--- src/rtl/lcd_saida_dados_if.sv ---
// lcd_saida_dados_if
//   Groups the processor OUT handshake and the HD44780 pin bundle of the
//   decimal LCD output port.
//   out_valid : one-cycle strobe from the UC, dado is valid
//   dado      : 32-bit two's-complement value to display
//   busy      : port is initialising, converting or writing; strobes ignored
//   LCD_DATA  : LCD data bus
//   LCD_RS    : 0 = command, 1 = character
//   LCD_RW    : always 0 (write-only)
//   LCD_EN    : LCD enable strobe
//   master = UC / board side, slave = lcd_saida_dados.
interface lcd_saida_dados_if;
  logic        out_valid;
  logic [31:0] dado;
  logic        busy;
  logic [7:0]  LCD_DATA;
  logic        LCD_RS;
  logic        LCD_RW;
  logic        LCD_EN;

  modport master (
    output out_valid, dado,
    input  busy, LCD_DATA, LCD_RS, LCD_RW, LCD_EN
  );

  modport slave (
    input  out_valid, dado,
    output busy, LCD_DATA, LCD_RS, LCD_RW, LCD_EN
  );
endinterface

--- src/rtl/lcd_saida_dados.sv ---
// lcd_saida_dados
//   Output-side counterpart of the switch/enter input port. On an OUT strobe
//   the 32-bit signed value is converted to decimal and written as 16
//   characters on LCD line 1. Also performs the LCD power-up initialisation.
//   clock : system clock
//   reset : asynchronous, active-high; restarts the whole init sequence
//   bus   : lcd_saida_dados_if.slave (handshake + HD44780 pins)
//   T_PWRUP / T_EN / T_CMD / T_CLR : power-up wait, EN high time, post-byte
//   wait for ordinary bytes, post-byte wait after the clear command.
module lcd_saida_dados #(
  parameter int unsigned T_PWRUP = 1000000,
  parameter int unsigned T_EN    = 25,
  parameter int unsigned T_CMD   = 2500,
  parameter int unsigned T_CLR   = 100000
) (
  input logic             clock,
  input logic             reset,
  lcd_saida_dados_if.slave bus
);

  typedef enum logic [2:0] {
    PWRUP, INIT, IDLE, CONV, LINE, BYTE_SETUP, BYTE_EN, BYTE_WAIT
  } state_t;

  localparam logic [31:0] PwrupLast = 32'(T_PWRUP - 1);
  localparam logic [31:0] EnLast    = 32'(T_EN - 1);
  localparam logic [31:0] CmdLast   = 32'(T_CMD - 1);
  localparam logic [31:0] ClrLast   = 32'(T_CLR - 1);

  state_t      state_q, state_d;
  state_t      seq_q, seq_d;
  logic [31:0] cnt_q, cnt_d;
  logic [31:0] bin_q, bin_d;
  logic [39:0] bcd_q, bcd_d;
  logic        sign_q, sign_d;
  logic [4:0]  idx_q, idx_d;
  logic        rs_q, rs_d;
  logic        en_q, en_d;
  logic [7:0]  data_q, data_d;

  logic [31:0] waitLast;
  logic [8:0]  nextByte;
  logic        lastByte;
  logic [39:0] bcdAdj;

  // Command bytes of the init sequence: 8-bit 2-line, display on, entry
  // increment, clear.
  function automatic logic [7:0] initByte(input logic [4:0] idx);
    case (idx)
      5'd0:    return 8'h38;
      5'd1:    return 8'h0C;
      5'd2:    return 8'h06;
      5'd3:    return 8'h01;
      default: return 8'h00;
    endcase
  endfunction

  // Byte idx of the line sequence as {RS, DATA}: 0 is the set-DDRAM command,
  // 1 is the sign column, 2..11 the ten digits (leading zeros blanked except
  // the units digit), the rest trailing spaces.
  function automatic logic [8:0] lineByte(input logic [4:0] idx, input logic sign,
                                          input logic [39:0] bcd);
    logic [8:0] b;
    logic [3:0] dig;
    logic       lead;
    b    = {1'b1, 8'h20};
    lead = 1'b1;
    if (idx == 5'd0) begin
      b = {1'b0, 8'h80};
    end else if (idx == 5'd1) begin
      b = sign ? {1'b1, 8'h2D} : {1'b1, 8'h20};
    end else if (idx <= 5'd11) begin
      for (int k = 0; k < 10; k++) begin
        dig = bcd[39-4*k -: 4];
        if (dig != 4'd0) lead = 1'b0;
        if (k == int'(idx) - 2 && (!lead || k == 9)) b = {1'b1, 4'h3, dig};
      end
    end
    return b;
  endfunction

  // Add-3 correction of every BCD digit that is 5 or more before the shift.
  function automatic logic [39:0] addThree(input logic [39:0] b);
    logic [39:0] r;
    r = b;
    for (int k = 0; k < 10; k++) begin
      if (r[4*k +: 4] >= 4'd5) r[4*k +: 4] = r[4*k +: 4] + 4'd3;
    end
    return r;
  endfunction

  // State and datapath registers; reset aborts any byte in flight and
  // drops the LCD pins to their idle levels immediately.
  always_ff @(posedge clock or posedge reset) begin
    if (reset) begin
      state_q <= PWRUP;
      seq_q   <= INIT;
      cnt_q   <= '0;
      bin_q   <= '0;
      bcd_q   <= '0;
      sign_q  <= 1'b0;
      idx_q   <= '0;
      rs_q    <= 1'b0;
      en_q    <= 1'b0;
      data_q  <= 8'h00;
    end else begin
      state_q <= state_d;
      seq_q   <= seq_d;
      cnt_q   <= cnt_d;
      bin_q   <= bin_d;
      bcd_q   <= bcd_d;
      sign_q  <= sign_d;
      idx_q   <= idx_d;
      rs_q    <= rs_d;
      en_q    <= en_d;
      data_q  <= data_d;
    end
  end

  // Next-state logic. seq_q remembers which byte sequence (INIT or LINE) the
  // shared byte sub-sequence is serving. The next byte of a sequence is
  // loaded on the last BYTE_WAIT cycle, so consecutive bytes follow each
  // other with no idle cycle; the line's first command is loaded on the
  // last conversion cycle for the same reason.
  always_comb begin
    state_d  = state_q;
    seq_d    = seq_q;
    cnt_d    = cnt_q;
    bin_d    = bin_q;
    bcd_d    = bcd_q;
    sign_d   = sign_q;
    idx_d    = idx_q;
    rs_d     = rs_q;
    data_d   = data_q;
    waitLast = (!rs_q && data_q == 8'h01) ? ClrLast : CmdLast;
    nextByte = (seq_q == INIT) ? {1'b0, initByte(5'(idx_q + 5'd1))}
                               : lineByte(5'(idx_q + 5'd1), sign_q, bcd_q);
    lastByte = (seq_q == INIT) ? (idx_q == 5'd3) : (idx_q == 5'd16);
    bcdAdj   = addThree(bcd_q);

    case (state_q)
      PWRUP: begin
        if (cnt_q == PwrupLast) begin
          state_d = INIT;
          cnt_d   = '0;
        end else begin
          cnt_d = cnt_q + 32'd1;
        end
      end
      INIT: begin
        seq_d   = INIT;
        idx_d   = '0;
        rs_d    = 1'b0;
        data_d  = initByte(5'd0);
        cnt_d   = '0;
        state_d = BYTE_SETUP;
      end
      IDLE: begin
        if (bus.out_valid) begin
          sign_d  = bus.dado[31];
          bin_d   = bus.dado[31] ? (~bus.dado + 32'd1) : bus.dado;
          bcd_d   = '0;
          cnt_d   = '0;
          state_d = CONV;
        end
      end
      CONV: begin
        bcd_d = {bcdAdj[38:0], bin_q[31]};
        bin_d = {bin_q[30:0], 1'b0};
        if (cnt_q == 32'd31) begin
          seq_d   = LINE;
          idx_d   = '0;
          rs_d    = 1'b0;
          data_d  = 8'h80;
          cnt_d   = '0;
          state_d = BYTE_SETUP;
        end else begin
          cnt_d = cnt_q + 32'd1;
        end
      end
      BYTE_SETUP: begin
        cnt_d   = '0;
        state_d = BYTE_EN;
      end
      BYTE_EN: begin
        if (cnt_q == EnLast) begin
          cnt_d   = '0;
          state_d = BYTE_WAIT;
        end else begin
          cnt_d = cnt_q + 32'd1;
        end
      end
      BYTE_WAIT: begin
        if (cnt_q == waitLast) begin
          cnt_d = '0;
          if (lastByte) begin
            state_d = IDLE;
          end else begin
            idx_d          = 5'(idx_q + 5'd1);
            {rs_d, data_d} = nextByte;
            state_d        = BYTE_SETUP;
          end
        end else begin
          cnt_d = cnt_q + 32'd1;
        end
      end
      default: state_d = PWRUP;
    endcase
  end

  // EN is registered so it is glitch-free and cleared by reset at once.
  assign en_d = (state_d == BYTE_EN);

  assign bus.busy     = (state_q != IDLE);
  assign bus.LCD_DATA = data_q;
  assign bus.LCD_RS   = rs_q;
  assign bus.LCD_RW   = 1'b0;
  assign bus.LCD_EN   = en_q;

endmodule
--- src/flat_wrapper.sv ---
// flat-port wrapper written by rule: the top's interface ports become plain ports
module lcd_saida_dados_flat 
#(
  parameter int unsigned T_PWRUP = 1000000,
  parameter int unsigned T_EN    = 25,
  parameter int unsigned T_CMD   = 2500,
  parameter int unsigned T_CLR   = 100000
)
  (clock, reset, bus_out_valid, bus_dado, bus_busy, bus_LCD_DATA, bus_LCD_RS, bus_LCD_RW, bus_LCD_EN);
  lcd_saida_dados_if bus_i ();
  input logic clock;
  input logic reset;
  input wire logic [$bits(bus_i.out_valid)-1:0] bus_out_valid;
  input wire logic [$bits(bus_i.dado)-1:0] bus_dado;
  output wire logic [$bits(bus_i.busy)-1:0] bus_busy;
  output wire logic [$bits(bus_i.LCD_DATA)-1:0] bus_LCD_DATA;
  output wire logic [$bits(bus_i.LCD_RS)-1:0] bus_LCD_RS;
  output wire logic [$bits(bus_i.LCD_RW)-1:0] bus_LCD_RW;
  output wire logic [$bits(bus_i.LCD_EN)-1:0] bus_LCD_EN;
  assign bus_i.out_valid = bus_out_valid;
  assign bus_i.dado = bus_dado;
  assign bus_busy = bus_i.busy;
  assign bus_LCD_DATA = bus_i.LCD_DATA;
  assign bus_LCD_RS = bus_i.LCD_RS;
  assign bus_LCD_RW = bus_i.LCD_RW;
  assign bus_LCD_EN = bus_i.LCD_EN;
  lcd_saida_dados #(.T_PWRUP(T_PWRUP), .T_EN(T_EN), .T_CMD(T_CMD), .T_CLR(T_CLR)) u_core (.clock(clock), .reset(reset), .bus(bus_i));
endmodule
--- config.mk ---
export PLATFORM = sky130hd
export DESIGN_NAME = lcd_saida_dados_flat
export DESIGN_NICKNAME = d
export VERILOG_FILES = /design/src/rtl/lcd_saida_dados_if.sv /design/src/rtl/lcd_saida_dados.sv /design/src/flat_wrapper.sv
export SDC_FILE = /design/constraint.sdc
export NUM_CORES = 1
export LEC_CHECK = 0
export CORE_MARGIN = 4
export CORE_UTILIZATION = 55
export CTS_BUF_LIST = sky130_fd_sc_hd__clkbuf_2
export CTS_CLUSTER_SIZE = 10
export DETAILED_ROUTE_END_ITERATION = 7
export HOLD_SLACK_MARGIN = 0.03
export PLACE_DENSITY = 0.84
export SLEW_MARGIN = 20
export SYNTH_ARGS = -nofsm -noshare
export SYNTH_HDL_FRONTEND = slang
export SYNTH_SLANG_ARGS = --single-unit
--- constraint.sdc ---
create_clock -name clock -period 10.9 [get_ports clock]
set_input_delay 2.18 -clock clock [delete_from_list [all_inputs] [get_ports clock]]
set_output_delay 2.18 -clock clock [all_outputs]
set_load 0.02 [all_outputs]
* Yosys cells after proc, flatten, opt, wreduce, memory -nomap -nowiden
Cells that the tools add are included.
** Word-level totals
- Bits in registers :: 126
- Input port bits :: 35
- Output and inout bits :: 12
- Logic and storage cells :: 206
** Operators by class
- Add/sub/neg operators :: 14
- Magnitude comparators :: 11
- Equality and inequality tests :: 32
- Mux-type cells :: 96
- Bitwise logic cells :: 1
- Reductions and logical operators :: 42
** Operators by type and width (number)
- 2-to-1 mux 32 bit :: 7
- case mux 32 bit (6 select lines) :: 1
- equality test 4 x 32 -> 1 bit (first input constant) :: 4
- case mux 40 bit (2 select lines) :: 1
- 2-to-1 mux 5 bit :: 13
- adder 32 x 1 -> 32 bit (second input constant) :: 2
- equality test 3 x 32 -> 1 bit (first input constant) :: 2
- equality test 32 x 5 -> 1 bit (second input constant) :: 2
- equality test 5 x 32 -> 1 bit (first input constant) :: 2
- case mux 32 bit (2 select lines) :: 1
- >= comparator 4 x 3 -> 1 bit (second input constant) :: 10
- 2-to-1 mux 1 bit :: 40
- 2-to-1 mux 4 bit :: 10
- 2-to-1 mux 40 bit :: 1
- adder 4 x 2 -> 4 bit (second input constant) :: 9
- 2-to-1 mux 9 bit :: 4
- nonzero test 4 bit :: 9
- equality test 2 x 32 -> 1 bit (first input constant) :: 1
- equality test 32 x 20 -> 1 bit (second input constant) :: 1
- equality test 32 bit :: 1
- logical NOT 32 bit :: 1
- NOT 32 bit :: 1
- 2-to-1 mux 3 bit :: 8
- 2-to-1 mux 8 bit :: 3
- other kinds (31) :: 62

* Longest topological paths before layout
Gate-level depths: netlist of the first run.
- Depth after elaboration :: 48
- Gate-level depth with buffers :: 14
- Gate-level depth less buffers :: 12

* Worst setup path before layout of the first run
Ideal clock, no wire load.
- Path type :: input-to-reg
- Start :: input port bus_dado[8]
- End :: register u_core.bin_q[30]
- Setup time :: 0.130 ns
- Arrival :: 4.674 ns
- Data required time :: 10.770 ns
- Path slack :: 6.095 ns
- Stages on the path :: 8
- Path buffers :: 0
- Cells stage by stage :: or4_4 > or4_4 > or3_4 > nand2b_4 > or4_4 > o41ai_2 > xor2_1 > o21ai_1
** On the way
- Longest elaborated chain between the ends :: 5
** Ends and longest elaborated chain
- start, declared :: line flat_wrapper.sv:14 : input wire logic [$bits(bus_i.dado)-1:0] bus_dado;
- NOT 32 bit :: line lcd_saida_dados.sv:161 : bin_d = bus.dado[31] ? (~bus.dado + 32'd1) : bus.dado;
- adder 32 x 1 -> 32 bit :: line lcd_saida_dados.sv:161
- 2-to-1 mux 32 bit :: line lcd_saida_dados.sv:161
- 2-to-1 mux 32 bit :: line lcd_saida_dados.sv:159 : if (bus.out_valid) begin
- case mux 32 bit (2 select lines) :: line lcd_saida_dados.sv:141 : case (state_q)
- end signal, assigned :: line lcd_saida_dados.sv:110 : bin_q <= bin_d;
- end, declared :: line lcd_saida_dados.sv:33 : logic [31:0] bin_q, bin_d;
Every way passes these cells. The select of a mux whose other input is x is not followed.
A chain may end at the register's enable or synchronous reset.

* Final worst setup path of the first run
- Start :: register u_core.state_q[2]
- End :: output port bus_busy
** On the way
- Longest elaborated chain between the ends :: 1
** Ends and longest elaborated chain
- start, declared :: line lcd_saida_dados.sv:30 : state_t state_q, state_d;
- start signal, assigned :: line lcd_saida_dados.sv:107 : state_q <= state_d;
- != test 3 x 2 -> 1 bit :: line lcd_saida_dados.sv:214 : assign bus.busy = (state_q != IDLE);
- end, declared :: line flat_wrapper.sv:15 : output wire logic [$bits(bus_i.busy)-1:0] bus_busy;
Every way passes these cells.

==> reports/qor.csv, run 1 <==
metric,value,unit
post-synthesis adder-cell area fraction,0.0575,
setup violators final,0,
Total GRT Usage,0.226,
Chip Width,131,um
Yosys top cell area share,0.372,
CTS HTree Levels,4,
FMAX,214,MHz
Final ANT Viol Nets,0,
cells along the critical path,nor2_1 > nand2_1 > clkdlybuf4s50_1,
CP Data Arrival Time,2.49,ns
first-pass GRT wire length,31800,um
"Slowest-stage cell, CP",dfrtp_1,
clock sinks,124,
Post-DP HPWL,12700,um
vias in the first global route,6854,
Tcrit/Tclk final,0.428,
main combinational cell family by area after synthesis,simple AND/OR/NAND/NOR gates,
PD cells,88.6,mW/mm2
most frequent cells after synthesis,"123 x dfrtp_1, 103 x o21ai_0, 83 x nor2_1",
setup_tns,0,ns
post-synth top area cell,dfrtp_1,
status,"complete, no violations",
CP Max Fanout,22,
Fillers,1302,
RSZ-0062 raised after global routing,no,
Clock Skew,0.0342,ns
commonest register cell after synthesis,dfrtp_1,
Clock transition at path regs,0.18,ns
Final Max Slew Viols,0,
vias per inst,6.24,
Synth Area in Compound Gates,0.225,
drt first-iter violations,526,
final worst slack,6.23,ns
# port buffers,44,
CTS tree,done,
Die H,131,um
Post-Route WL,18600,um
Cell variety after synth,74,
post-place setup slack,5.49,ns
Post CTS Setup Buffer Count,0,
CTS resizes,0,
TritonRoute pass-1 iters,5,
post-synthesis mux area share,0.00121,
area grow syn2layout,9.08,%
Syn Inst Count,957,
Hold Buf Count CTS,0,
CTS Buffer Depth,2,
per-cell routed wire length,15.9,um
Post-Syn Area,0.00827,mm2
Worst setup EP type,primary output,
area post-placement,0.00878,mm2
"EDFF count, synth",0,
Multi-input gate area,0.00484,mm2
DRC,0,
main area contributors after synthesis,"dfrtp_1 37%, o21ai_0 6.2%, ha_1 5.8%",
CTS Buf Count,17,
Storage cell area,0.00310,mm2
area share of xor/xnor cells in the synthesized design,0.0748,
row count,44,
fraction of registers with async set/reset,1.00,
Final Cell Area,0.00902,mm2
maximum VDD drop,66.4,uV
most frequent cell after synthesis,dfrtp_1,
total power,799,uW
clock latency reported for the late side of the worst-skew pair,0.77,ns
CP peak stage delay,0.80,ns
final cell count without fillers,1170,
sequential area share after synthesis,0.375,
global route overflow,0,
crit start category,register,
initial antenna violation count,1,
kind of critical path,reg2out,
share of layout cells above drive strength 1,0.0650,
slew margin rel.,0.284,
GPL Wtd Cong,0.912,
CTS root buf,clkbuf_2,
Initial Utilization,0.565,
#FFs+latches synth,124,
Tightest Hold Check Type,reg2reg,
die area,0.0171,mm2
largest net degree at the start of global routing,78,
Max Cap Viol,0,
placed insts,1137,
nets@finish,1045,
minimum clock period,4.67,ns
simple-gate share of the synthesized area,0.225,
"Avg Cell Area, Syn",8.64,um2
WP data required,8.72,ns
final hold violation count,0,
routed vias,7300,
io pins,47,
Core ar.,0.0146,mm2
Yosys Warn Count,0,
Worst Max-Slew Pin Slew,1.07,ns
Pleak,4.07,nW
## layer usage
layer	routed length [um]	GRT usage	share of wire	up-vias
met5	0	0	0	-
met4	279	0.0678	0.015	0
met3	1110	0.0569	0.060	27
met2	8800	0.362	0.47	225
met1	8380	0.306	0.45	3509
li1	-	-	-	3539
## state kept, by name, indices dropped and copies added, names as in the netlist
signal               flops
u_core.bus.LCD_RS        1
u_core.idx_q             5
u_core.bcd_q            40
u_core.cnt_q            32
u_core.bus.LCD_DATA      7
u_core.state_q           3
u_core.bin_q            32
u_core.sign_q            1
u_core.bus.LCD_EN        1
u_core.seq_q             2
## area by class of cell
type                       instances  area share
clock inverter                    14      0.0161
timing repair buffer              48      0.0522
antenna                            1    0.000277
clock buffer                      18     0.00999
sequential                       124       0.344
tap                              184      0.0255
inverter                          35      0.0148
multi-input combinational        746       0.537
## worst paths after layout
check / from / slack, ns / end / depth (start not counted)
min: u_core.bin_q[28]$_DFFE_PP0P_ / 0.52 / u_core.bin_q[29]$_DFFE_PP0P_ / 2
max: u_core.state_q[2]$_DFF_PP0_ / 6.23 / bus_busy / 3
min in group asynchronous: reset / 1.84 / u_core.cnt_q[12]$_DFFE_PP0P_ / 2
max reg2reg: u_core.cnt_q[29]$_DFFE_PP0P_ / 7.00 / u_core.cnt_q[15]$_DFFE_PP0P_ / 8
max in group asynchronous: reset / 7.72 / u_core.bcd_q[35]$_DFFE_PP0P_ / 3
min reg2reg: u_core.bin_q[28]$_DFFE_PP0P_ / 0.52 / u_core.bin_q[29]$_DFFE_PP0P_ / 2
## layout by cell type (no fill, tap or decap), types with 21 or more instances in the layout
cell | netlist | routed
a22oi_1 | 29 | 29
ha_1 | 38 | 38
nand3_1 | 52 | 51
nand2_1 | 56 | 56
o21ai_0 | 103 | 103
inv_1 | 35 | 34
nor2_1 | 83 | 82
xor2_1 | 47 | 47
dfrtp_1 | 123 | 123
o31ai_1 | 23 | 23
xnor2_1 | 21 | 21
clkdlybuf4s50_1 | 0 | 44
a21oi_1 | 57 | 57
## metrics by stage
step	hold slack [ns]	utilization
2_1_floorplan	0.448	-
4_1_cts	0.525	0.616
6_report	0.517	0.616
5_1_grt	0.552	0.616
3_3_place_gp	0.467	0.600
3_5_place_dp	0.483	0.600
## worst max-delay path: cells and delay by family, from the launching register on
| family | cells | cell delay, ns |
|---|---|---|
| buf+inv | 1 | 0.62 |
| flops | 1 | 0.80 |
| simple gates | 2 | 0.33 |
## where the power goes
group / internal [mW] / switching, mW / total (mW)
Combinational: 0.0185 / 0.0245 / 0.0430
Sequential: 0.461 / 0 / 0.461
Clock: 0.107 / 0.188 / 0.295
## cell families (layout without fill, tap and decap cells)
kind of cell	after synthesis	after routing
other cells	1	3
simple gates	345	345
mux	1	1
compound gates	291	291
fa+ha+maj	38	38
buf+inv	88	115
xor+xnor	69	69
flops	124	124
No activity file was read; power rests on OpenSTA's default activity.
==> inputs of run 2 (changes only) <==
==> constraint.sdc (replaced) <==
create_clock -name clock -period 4.4 [get_ports clock]
set_input_delay 0.88 -clock clock [delete_from_list [all_inputs] [get_ports clock]]
set_output_delay 0.88 -clock clock [all_outputs]
set_load 0.02 [all_outputs]
==> reports/qor.csv, run 2 (synthesized netlist as in run 1, its figures left out) <==
metric,value,unit
Max Used Layer,met4,
kind of critical path,reg2reg,
vias in the first global route,6875,
CTS Buffer Depth,2,
Worst Max-Slew Pin Slew,0.727,ns
CTS Buf Count,17,
cells along the critical path,ha_1 > xnor2_1 > ha_1 > xnor3_1 > or2_2 > nor3b_1 > o21a_1 > o221ai_1 > a21oi_1 > o41ai_1,
CTS root buf,clkbuf_2,
DRC,0,
FMAX,285,MHz
clock latency reported for the late side of the worst-skew pair,0.73,ns
Top Registers,"u_core.bcd_q: 40 flops, u_core.bin_q: 32 flops, u_core.cnt_q: 32 flops",
"most common cell after layout, fill and taps aside",dfrtp_1,
clock sinks,124,
Storage cell area,0.00310,mm2
Initial Utilization,0.565,
Final Cell Area,0.00901,mm2
reg2reg setup slack,0.89,ns
Final ANT Viol Nets,0,
status,"complete, no violations",
Worst setup EP type,register,
setup violators final,0,
CTS HTree Levels,4,
# port buffers,44,
slew margin rel.,0.515,
Hold Buf Count CTS,0,
maximum VDD drop,117,uV
area grow syn2layout,9.00,%
"Slowest-stage cell, CP",dfrtp_1,
metal1 wirelength,8380,um
Tcrit/Tclk final,0.799,
Core ar.,0.0146,mm2
Fillers,1289,
most frequent cells in the layout,"123 x dfrtp_1, 103 x o21ai_0, 82 x nor2_1",
Post CTS Setup Buffer Count,0,
setup_tns,0,ns
final hold violation count,0,
row count,44,
vias per inst,6.20,
Tightest Hold Check Type,in2async,
Multi-input gate area,0.00484,mm2
CP peak stage delay,0.62,ns
Largest Register,u_core.bcd_q,
drt first-iter violations,694,
nets@finish,1050,
Chip Width,131,um
met3 routed WL,1180,um
Largest register FFs,40,
largest net degree at the start of global routing,85,
Reg2Reg Depth,10,
Pleak,4.07,nW
Clock transition at path regs,0.20,ns
PD cells,205,mW/mm2
initial antenna violation count,1,
area post-placement,0.00883,mm2
global route overflow,0,
CTS resizes,0,
GPL Wtd Cong,0.867,
Clock Skew,0.0293,ns
hold slack,0.508,ns
CTS tree,done,
CP Data Arrival Time,4.15,ns
share of layout cells above drive strength 1,0.0707,
RSZ-0062 raised after global routing,no,
WP data required,5.03,ns
Post-Route WL,18500,um
routed vias,7285,
crit start category,register,
Die H,131,um
Final Max Slew Viols,0,
reg2reg start,u_core.idx_q[0]$_DFFE_PP0P_,
met2 wire length,8660,um
r2r endpoint,u_core.bus.LCD_DATA[3]$_DFFE_PP0P_,
CP Max Fanout,14,
TritonRoute pass-1 iters,7,
minimum clock period,3.51,ns
Total GRT Usage,0.224,
first-pass GRT wire length,31100,um
io pins,47,
Post-DP HPWL,12900,um
die area,0.0171,mm2
per-cell routed wire length,15.8,um
most frequent CP cell,ha_1,
Max Cap Viol,0,
## run 2: power breakdown
group / internal [mW] / switching, mW / leakage, nW
Combinational: 0.0473 / 0.0597 / 2.40
Sequential: 1.14 / 0 / 1.55
Clock: 0.152 / 0.448 / 0.110
Total: 1.34 / 0.508 / 4.07
## run 2: layer usage
layer  up-vias  GRT usage
met5         -          0
li1       3535          -
met1      3504      0.295
met3        35     0.0520
met4         0     0.0811
met2       211      0.361
## run 2: area by class of cell
class                      count  area share
antenna                        1    0.000278
clock buffer                  21      0.0117
clock inverter                11     0.00819
inverter                      35      0.0149
multi-input combinational    746       0.537
sequential                   124       0.344
tap                          184      0.0255
timing repair buffer          53      0.0578
## run 2: worst max-delay path by stage
stage | startpoint | end | slack (ns)
after floorplan | reset | u_core.bcd_q[0]$_DFFE_PP0P_ | 0.22
after global placement | bus_dado[8] | u_core.bin_q[30]$_DFFE_PP0P_ | 0.38
after detailed placement | bus_dado[8] | u_core.bin_q[30]$_DFFE_PP0P_ | 0.36
after CTS | u_core.bcd_q[36]$_DFFE_PP0P_ | u_core.bus.LCD_DATA[4]$_DFFE_PP0P_ | 0.93
after global routing | u_core.idx_q[0]$_DFFE_PP0P_ | u_core.bus.LCD_DATA[0]$_DFFE_PP0P_ | 0.57
final | u_core.idx_q[0]$_DFFE_PP0P_ | u_core.bus.LCD_DATA[3]$_DFFE_PP0P_ | 0.89
## run 2: worst max-delay path: cells and delay by family, from the launching register on
family | cells | cell delay [ns]
adders and majority gates | 2 | 0.75
xor gates and xnor gates | 2 | 0.71
AOI/OAI and AO/OA | 4 | 0.79
and+or+nand+nor | 2 | 0.58
DFF | 1 | 0.62
## run 2: through the flow
step	utilization	power, mW	setup WS [ns]	cells
finish	0.615	1.85	0.887	1175
global route	0.615	1.93	0.574	1175
CTS	0.615	1.86	0.935	1174
detailed placement	0.603	1.27	0.359	1142
global placement	0.603	1.27	0.376	1142
floorplan	-	1.21	0.222	958
==> inputs of run 3 (changes only) <==
==> constraint.sdc (replaced) <==
create_clock -name clock -period 3.6 [get_ports clock]
set_input_delay 0.72 -clock clock [delete_from_list [all_inputs] [get_ports clock]]
set_output_delay 0.72 -clock clock [all_outputs]
set_load 0.02 [all_outputs]
==> reports/qor.csv, run 3 (synthesized netlist as in run 1, its figures left out) <==
metric,value,unit
Die H,131,um
Fillers,1303,
RSZ-0062 raised after global routing,no,
CTS Buf Count,17,
CTS tree,done,
Pleak,4.20,nW
Chip Width,131,um
PD cells,264,mW/mm2
largest net degree at the start of global routing,125,
Clk pwr share,0.376,
met2 wire length,8810,um
setup violators final,0,
Core ar.,0.0146,mm2
CTS Buffer Depth,2,
crit start category,register,
CTS HTree Levels,4,
kind of critical path,reg2reg,
CP Data Arrival Time,4.06,ns
TritonRoute pass-1 iters,5,
Tightest Hold Check Type,in2async,
metal1 wirelength,8490,um
nets@finish,1073,
Final ANT Viol Nets,0,
Clock transition at path regs,0.19,ns
Post-Route WL,18800,um
switching share of total power,0.250,
most frequent cells in the layout,"123 x dfrtp_1, 103 x o21ai_0, 82 x nor2_1",
clock sinks,124,
minimum clock period,3.46,ns
Power Internal,1.84,mW
Total GRT Usage,0.233,
"most common cell after layout, fill and taps aside",dfrtp_1,
per-cell routed wire length,15.7,um
reg2reg start,u_core.bcd_q[36]$_DFFE_PP0P_,
drt first-iter violations,657,
Worst setup EP type,register,
Max Cap Viol,0,
CTS root buf,clkbuf_2,
slew margin rel.,0.478,
Largest Register,u_core.bcd_q,
vias per inst,6.20,
share of layout cells above drive strength 1,0.0918,
Largest register FFs,40,
area post-placement,0.00902,mm2
setup_tns,0,ns
final core utilization,0.633,
reg2reg setup slack,0.14,ns
Reg2Reg Depth,9,
final hold violation count,0,
post-place setup slack,-0.226,ns
routed vias,7426,
Top Registers,"u_core.bcd_q: 40 flops, u_core.bin_q: 32 flops, u_core.cnt_q: 32 flops",
Tcrit/Tclk final,0.960,
GPL Wtd Cong,0.923,
vias in the first global route,6914,
Combinational Power Share,0.055,
Worst Max-Slew Pin Slew,0.776,ns
Post CTS Setup Buffer Count,0,
first-pass GRT wire length,32500,um
Final Cell Area,0.00928,mm2
Post-DP HPWL,12900,um
maximum VDD drop,189,uV
global route overflow,0,
NetSw,612,uW
r2r endpoint,u_core.bus.LCD_DATA[4]$_DFFE_PP0P_,
initial antenna violation count,1,
io pins,47,
die area,0.0171,mm2
sequential power share,0.569,
Final Max Slew Viols,0,
final worst slack,0.144,ns
Max Used Layer,met4,
FMAX,289,MHz
CP Max Fanout,6,
# port buffers,44,
WP data required,4.20,ns
status,"complete, no violations",
area grow syn2layout,12.2,%
DRC,0,
clock latency reported for the late side of the worst-skew pair,0.74,ns
Initial Utilization,0.565,
Clock Skew,0.0301,ns
row count,44,
met3 routed WL,1210,um
run 3: changes by cell type in the layout (fill, tap and decap cells not counted):
cell,previous run,this run
buf_12,1,2
buf_4,8,30
bufinv_16,0,3
clkbuf_2,21,19
clkinv_1,1,3
clkinv_2,3,2
inv_4,1,0
inv_6,1,0
nor4_1,11,10
nor4_2,0,1
o31ai_1,23,22
o31ai_2,1,2
run 3: worst max path at each step:
stage	start	endpoint	slack (ns)	cells after the start
finish	u_core.bcd_q[36]$_DFFE_PP0P_	u_core.bus.LCD_DATA[4]$_DFFE_PP0P_	0.14	9
global route	u_core.bcd_q[36]$_DFFE_PP0P_	u_core.bus.LCD_DATA[4]$_DFFE_PP0P_	0.02	9
CTS	u_core.bcd_q[36]$_DFFE_PP0P_	u_core.bus.LCD_DATA[4]$_DFFE_PP0P_	0.15	9
detailed placement	bus_dado[8]	u_core.bin_q[30]$_DFFE_PP0P_	-0.23	9
global placement	bus_dado[8]	u_core.bin_q[30]$_DFFE_PP0P_	-0.20	9
floorplan	bus_dado[8]	u_core.bin_q[30]$_DFFE_PP0P_	0.26	8
run 3: area by class of cell:
type / instances / area (um2) / share of cell area
Antenna cell: 1 / 2.50 / 0.000270
Clock inverter: 13 / 150 / 0.0162
Timing Repair Buffer: 76 / 706 / 0.0761
Inverter: 35 / 135 / 0.0146
Clock buffer: 19 / 95.1 / 0.0103
Tap cell: 184 / 230 / 0.0248
Multi-Input combinational cell: 746 / 4850 / 0.523
Sequential cell: 124 / 3100 / 0.335
run 3: per-stage QoR:
| stage | total power [mW] | cells | hold slack [ns] |
|---|---|---|---|
| 3_5_place_dp | 1.56 | 1165 | 0.471 |
| 6_report | 2.45 | 1198 | 0.503 |
| 5_1_grt | 2.56 | 1198 | 0.514 |
| 4_1_cts | 2.47 | 1197 | 0.493 |
| 2_1_floorplan | 1.48 | 958 | 0.448 |
| 3_3_place_gp | 1.55 | 1165 | 0.462 |
run 3: repair_timing:
item                                    in CTS  in global routing
hold buffers                                 0                  0
endpoints found under the setup margin       0                  2
gates resized for setup                      0                  2
run 3: layer usage:
| metal | track usage | up-vias |
|---|---|---|
| met1 | 0.319 | 3559 |
| met5 | 0 | - |
| met2 | 0.370 | 233 |
| met4 | 0.0732 | 0 |
| met3 | 0.0553 | 38 |
| li1 | - | 3596 |
run 3: worst max-delay path, cell delays in order (launching register included):
cell and delay [ns]:
dfrtp_1 0.45, inv_1 0.11, ha_1 0.24, or3b_2 0.49, or4_1 0.63, nor4_2 0.36, or4_1 0.27, o21ai_0 0.18
o311ai_0 0.48, a21oi_1 0.12
run 3: power groups by stage:
stage / Clock [mW] / Combinational (mW) / Sequential (mW)
floorplan: 0 / 0.0649 / 1.42
global placement: 0 / 0.134 / 1.42
detailed placement: 0 / 0.138 / 1.42
CTS: 0.940 / 0.138 / 1.39
global route: 1.01 / 0.152 / 1.40
finish: 0.922 / 0.135 / 1.39
